### src/rtl/rv32i_fetch_unit.sv
// rv32i_fetch_unit: RV32I fetch stage with PC, in-order imem requests, instruction buffer and redirect/halt handling.
module rv32i_fetch_unit #(
    parameter logic [31:0] RESET_PC   = 32'h0000_0000,
    parameter int          FIFO_DEPTH = 4,
    parameter int          MAX_OUT    = 2
) (
    input  logic        clk,
    input  logic        reset,
    input  logic        jump_enable,
    input  logic [31:0] jump_addr,
    input  logic        halt,
    input  logic        id_ready,
    output logic        imem_req_valid,
    input  logic        imem_req_ready,
    output logic [31:0] imem_addr,
    input  logic        imem_rsp_valid,
    input  logic [31:0] imem_rsp_data,
    output logic [31:0] pc_out,
    output logic [31:0] iw_out,
    output logic        if_valid,
    output logic        misaligned
);
    localparam int PW = $clog2(FIFO_DEPTH);
    localparam int CW = PW + 1;
    localparam logic [31:0] NOP = 32'h0000_0013;

    typedef enum logic {RUN, HALT} state_t;

    state_t          state_q, state_d;
    logic [31:0]     fetch_pc_q, fetch_pc_d, resp_pc_q, resp_pc_d;
    logic [31:0]     pc_q, pc_d, iw_q, iw_d;
    logic            valid_q, valid_d, mis_q, mis_d;
    logic [CW-1:0]   cnt_q, cnt_d, out_q, out_d, drop_q, drop_d;
    logic [PW-1:0]   rd_q, rd_d, wr_q, wr_d;
    logic [63:0]     mem_q [FIFO_DEPTH];
    logic [31:0]     target;
    logic            run, halting, jump, accept, rsp, push, pop;

    always_comb begin
        run            = state_q == RUN;
        halting        = !run || halt;
        jump           = run && jump_enable;
        target         = {jump_addr[31:2], 2'b00};
        // Credits cover both in-flight requests and buffered words so the buffer cannot overflow.
        imem_req_valid = run && !reset && (out_q < CW'(MAX_OUT)) && (out_q + cnt_q < CW'(FIFO_DEPTH))
                         && !jump_enable && !halt;
        imem_addr      = fetch_pc_q;
        accept         = imem_req_valid && imem_req_ready;
        rsp            = imem_rsp_valid && out_q != '0;
        push           = rsp && drop_q == '0 && !halting && !jump;
        pop            = !jump && !halting && id_ready && cnt_q != '0;
        state_d        = (run && halt) ? HALT : state_q;
        out_d          = out_q + CW'(accept) - CW'(rsp);
        fetch_pc_d     = jump ? target : accept ? fetch_pc_q + 32'd4 : fetch_pc_q;
        resp_pc_d      = jump ? target : push ? resp_pc_q + 32'd4 : resp_pc_q;
        drop_d         = jump ? out_d : (rsp && drop_q != '0) ? drop_q - CW'(1) : drop_q;
        cnt_d          = jump ? '0 : cnt_q + CW'(push) - CW'(pop);
        wr_d           = jump ? '0 : wr_q + PW'(push);
        rd_d           = jump ? '0 : rd_q + PW'(pop);
        iw_d           = (jump || halting) ? NOP : pop ? mem_q[rd_q][31:0] : id_ready ? NOP : iw_q;
        valid_d        = (jump || halting) ? 1'b0 : pop ? 1'b1 : id_ready ? 1'b0 : valid_q;
        pc_d           = pop ? mem_q[rd_q][63:32] : pc_q;
        mis_d          = jump && |jump_addr[1:0];
    end

    always_ff @(posedge clk) begin
        if (reset) begin
            state_q    <= RUN;
            fetch_pc_q <= RESET_PC;
            resp_pc_q  <= RESET_PC;
            pc_q       <= RESET_PC;
            iw_q       <= NOP;
            valid_q    <= 1'b0;
            mis_q      <= 1'b0;
            cnt_q      <= '0;
            out_q      <= '0;
            drop_q     <= '0;
            rd_q       <= '0;
            wr_q       <= '0;
        end else begin
            state_q    <= state_d;
            fetch_pc_q <= fetch_pc_d;
            resp_pc_q  <= resp_pc_d;
            pc_q       <= pc_d;
            iw_q       <= iw_d;
            valid_q    <= valid_d;
            mis_q      <= mis_d;
            cnt_q      <= cnt_d;
            out_q      <= out_d;
            drop_q     <= drop_d;
            rd_q       <= rd_d;
            wr_q       <= wr_d;
        end
    end

    always_ff @(posedge clk) begin
        if (push) mem_q[wr_q] <= {resp_pc_q, imem_rsp_data};
    end

    assign pc_out     = pc_q;
    assign iw_out     = iw_q;
    assign if_valid   = valid_q;
    assign misaligned = mis_q;
endmodule
### config.mk
export PLATFORM = sky130hd
export DESIGN_NAME = rv32i_fetch_unit
export DESIGN_NICKNAME = d
export VERILOG_FILES = /design/src/rtl/rv32i_fetch_unit.sv
export SDC_FILE = /design/constraint.sdc
export NUM_CORES = 1
export LEC_CHECK = 0
export ABC_AREA = 1
export BUFFER_PORTS_ARGS = -buffer_cell sky130_fd_sc_hd__buf_2
export CAP_MARGIN = 20
export CORE_ASPECT_RATIO = 0.7
export CORE_UTILIZATION = 59
export CTS_CLUSTER_DIAMETER = 30
export DETAILED_ROUTE_END_ITERATION = 8
export GPL_TIMING_DRIVEN = 0
export HOLD_SLACK_MARGIN = 0.03
export PLACE_DENSITY = 0.79
export SYNTH_ARGS = -nofsm -noshare
export SYNTH_HDL_FRONTEND = slang
export SYNTH_SLANG_ARGS = --single-unit
export TNS_END_PERCENT = 10
### constraint.sdc
create_clock -name clk -period 6.75 [get_ports clk]
set_clock_uncertainty 0.15 [all_clocks]
set_input_delay 0 -clock clk [delete_from_list [all_inputs] [get_ports clk]]
set_output_delay 0 -clock clk [all_outputs]
set_load 0.1 [all_outputs]
==> load_flow_metrics.sql <==
INSERT INTO impl_metrics (metric_group, metric, value, unit) VALUES
('outcome', 'run_status', 'completed', ''),
('critical_path', 'cp-end-kind', 'flip-flop', ''),
('global_route', 'grt_pass1_wl', '79.3', 'mm'),
('finish', 'area_of_the_multi_input_gates', '5550', 'um2'),
('global_route', 'grt_overflow_total', '0', ''),
('sta', 'clock_period_minus_final_worst_setup_slack', '3.18', 'ns'),
('synthesis', 'yosys.area.top_type_share', '45.0', '%'),
('finish', 'share_of_cells_above_drive_strength_1', '15.7', '%'),
('critical_path', 'critPathKind', 'flip-flop to flip-flop', ''),
('global_route', 'grtUsageMet1', '51.2', '%'),
('critical_path', 'critPathMaxFanout', '11', ''),
('sta', 'timing.final.hold_violations', '0', ''),
('drt', 'first_iter_violations', '1902', ''),
('finish', 'n_diodes', '0', ''),
('place', 'placement.cell_area', '18100', 'um2'),
('critical_path', 'critPathRequiredTime', '6.88', 'ns'),
('clock_network', 'worst_path_clk_slew', '0.06', 'ns'),
('drt', 'wirelength', '52.3', 'mm'),
('min_path', 'holdCritPathClass', 'input pin to flip-flop', ''),
('pwr', 'power.ir.vdd_worst', '0.000229', 'V'),
('synthesis', 'yosysWarningCount', '0', ''),
('drt', 'detail_route.drc_violations', '0', ''),
('finish', 'layout.area.seq', '10200', 'um2'),
('pwr', 'cellLeakagePower', '8.19', 'nW'),
('sta', 'timing.max_slew.rel_slack', '33.3', '%'),
('clock_network', 'cts.sink_count', '386', ''),
('sta', 'rsz0062_at_grt', 'false', ''),
('die', 'placeableCoreArea', '27200', 'um2'),
('finish', 'n_fill_cell', '1728', ''),
('sta', 'setup_viol', '0', ''),
('drt', 'ant_nets', '0', ''),
('synthesis', 'synthDistinctLibCells', '36', ''),
('synthesis', 'synth-seq-cells', '386', ''),
('clock_network', 'buffers_from_clock_root_to_sink_at_most', '3', ''),
('die', 'boundary_pin_count', '170', ''),
('sta', 'final_max_slew_viol_count', '0', ''),
('synthesis', 'syn-instance-count', '1775', ''),
('sta', 'finalCritPeriodShare', '47.0', '%'),
('global_route', 'gr-max-usage-layer', 'met2', ''),
('sta', 'max_freq', '315', 'MHz'),
('flow_run', 'timing.max_cap.violations', '0', ''),
('critical_path', 'worstPathArrival', '3.30', 'ns'),
('drt', 'drt-wirelength-per-cell', '20.7', 'um'),
('finish', 'finish.instance_area', '21000', 'um2'),
('clock_network', 'clock_tree_from_tritoncts', 'built', ''),
('synthesis', 'seq_area_frac_synth', '61.7', '%'),
('die', 'row_count', '50', ''),
('global_route', 'met2_track_usage_gr', '55.7', '%'),
('die', 'fp.dieH', '142', 'um'),
('place', 'finalWeightedCongestion', '0.954', ''),
('clock_network', 'cts_buf_count', '55', ''),
('synthesis', 'netlist.top_cell.by_area', 'sky130_fd_sc_hd__edfxtp_1', ''),
('clock_network', 'cts_max_level', '2', ''),
('synthesis', 'synthTopCellsByArea', 'sky130_fd_sc_hd__edfxtp_1, sky130_fd_sc_hd__dfxtp_1, sky130_fd_sc_hd__nor2_1', ''),
('clock_network', 'post_cts_buffers', '0', ''),
('drt', 'avgViaCountPerCell', '5.87', ''),
('place', 'dpl.hpwl', '34.6', 'mm'),
('drt', 'drt_pass1_iterations', '6', ''),
('global_route', 'track_usage', '36.5', '%'),
('synthesis', 'synthesized_area_per_cell', '9.32', 'um2'),
('sta', 'fin_tns_setup', '0', 'ns'),
('die', 'initial_utilization', '60.9', '%'),
('die', 'area_of_the_die', '28700', 'um2'),
('global_route', 'via_count_of_the_first_global_routing_pass', '14200', ''),
('critical_path', 'cp-start-kind', 'flip-flop', ''),
('place', 'portBuffers', '165', ''),
('finish', 'layout-area-overhead-vs-synth', '26.7', '%'),
('drt', 'detailroute.via_count', '14800', ''),
('die', 'dieWidth', '202', 'um'),
('clock_network', 'clock_latency_on_the_worst_skew_pair', '0.60', 'ns'),
('global_route', 'grt_start_max_net_pins', '16', ''),
('pwr', 'power.density_cell_area', '298', 'nW/um2'),
('clock_network', 'ctsRootBufferMaster', 'sky130_fd_sc_hd__clkbuf_16', ''),
('finish', 'final_nets', '2204', ''),
('synthesis', 'synthesis.area', '16500', 'um2'),
('global_route', 'antenna_found_initial', '0', ''),
('sta', 'tightestPinTransition', '0.996', 'ns'),
('global_route', 'met3_usage', '7.90', '%');
==> per-layer routing <==
metal | wire, um | vias up
met5 | 0 | -
met1 | 20700 | 6900
li1 | - | 6729
met3 | 6860 | 143
met4 | 1780 | 0
met2 | 22900 | 1066
==> layout make-up <==
cell class                      instances  share of cell area (%)
Buffer                                 92                    2.07
Clock buffer                           60                    6.66
Clock inverter                         43                    2.32
Inverter                               99                    1.79
Multi-Input combinational cell       1201                    26.5
Sequential cell                       386                    48.7
Tap cell                              364                    2.17
Timing Repair Buffer                  284                    9.79
==> through the flow <==
stage	hold slack, ns	setup slack [ns]	cells	utilization [%]	total power [mW]
finish	0.0374	3.57	2529	77.2	6.25
global route	0.0377	3.39	2529	77.2	6.40
CTS	0.0316	3.67	2529	77.2	6.21
detailed placement	0.0657	3.70	2331	66.7	3.31
global placement	0.0657	-2.51	2307	65.7	3.29
floorplan	-0.0511	0.717	1778	-	3.12
==> cells in the mapped netlist (all sizes together) <==
master	count
buf	37
inv	98
edfxtp	248
o221ai	3
or2	4
o21bai	16
o211ai	4
xnor2	7
xor2	6
o21ai	205
nand3	69
clkinv	1
clkbuf	55
dfxtp	138
nand3b	12
nor3	6
nand4	5
fa	2
a31oi	36
o22ai	29
nor2	377
ha	12
a21oi	68
nand2	335
conb	1
a211oi	1
==> where the power goes <==
part | total [mW] | internal (mW) | switching (mW)
logic | 0.646 | 0.198 | 0.447
registers | 2.71 | 2.59 | 0.110
clock network | 2.90 | 1.73 | 1.17
==> critical path, stage by stage (launching register included) <==
cell and delay [ns]:
sky130_fd_sc_hd__dfxtp_1 0.36, sky130_fd_sc_hd__nor2_4 0.22, sky130_fd_sc_hd__nand3_1 0.11, sky130_fd_sc_hd__nor2_2 0.19
sky130_fd_sc_hd__inv_1 0.15, sky130_fd_sc_hd__nor2_1 0.24, sky130_fd_sc_hd__inv_1 0.19, sky130_fd_sc_hd__nor3_2 0.78
sky130_fd_sc_hd__buf_6 0.26, sky130_fd_sc_hd__buf_6 0.19
==> sequential cells by signal (all words and copies together) (netlist names) <==
signal      flops
state_q         1
out_q           3
drop_q          3
resp_pc_q      30
misaligned      1
iw_out         32
if_valid        1
imem_addr      30
wr_q            2
mem_q         248
cnt_q           3
rd_q            2
pc_out         30
==> cell usage in the layout, fill, tap and decap left out, types with 55 or more instances in the layout <==
cell	count
sky130_fd_sc_hd__buf_2	190
sky130_fd_sc_hd__inv_1	94
sky130_fd_sc_hd__dfxtp_1	138
sky130_fd_sc_hd__edfxtp_1	248
sky130_fd_sc_hd__clkbuf_16	55
sky130_fd_sc_hd__dlygate4sd3_1	95
sky130_fd_sc_hd__nor2_1	373
sky130_fd_sc_hd__nand3_1	68
sky130_fd_sc_hd__a21oi_1	68
sky130_fd_sc_hd__o21ai_0	205
sky130_fd_sc_hd__nand2_1	334
sky130_fd_sc_hd__clkbuf_1	60
==> worst paths after layout <==
| path | start | endpoint | slack (ns) | depth (start not counted) |
|---|---|---|---|---|
| hold reg to reg | iw_out[27] | iw_out[27] | 0.31 | 2 |
| setup / recovery | state_q | mem_q[3][9] | 3.57 | 9 |
| setup reg to reg | state_q | mem_q[3][9] | 3.57 | 9 |
| hold / removal | imem_rsp_data[21] | mem_q[2][21] | 0.04 | 2 |
==> timing repair <==
action / CTS / global route
hold buffers: 95 / 0
endpoints found under the setup margin: 0 / 0
endpoints found under the hold margin: 217 / 0
gates resized for setup: 0 / 0
==> cells by family after synthesis <==
kind of cell / synth area share, %
xor gates and xnor gates: 0.689
AOI/OAI and AO/OA: 11.9
other: 0.0227
DFF: 61.7
and+or+nand+nor: 19.7
adders and majority gates: 1.15
buffers and inverters: 4.88
(Power assumes the default switching activity.)
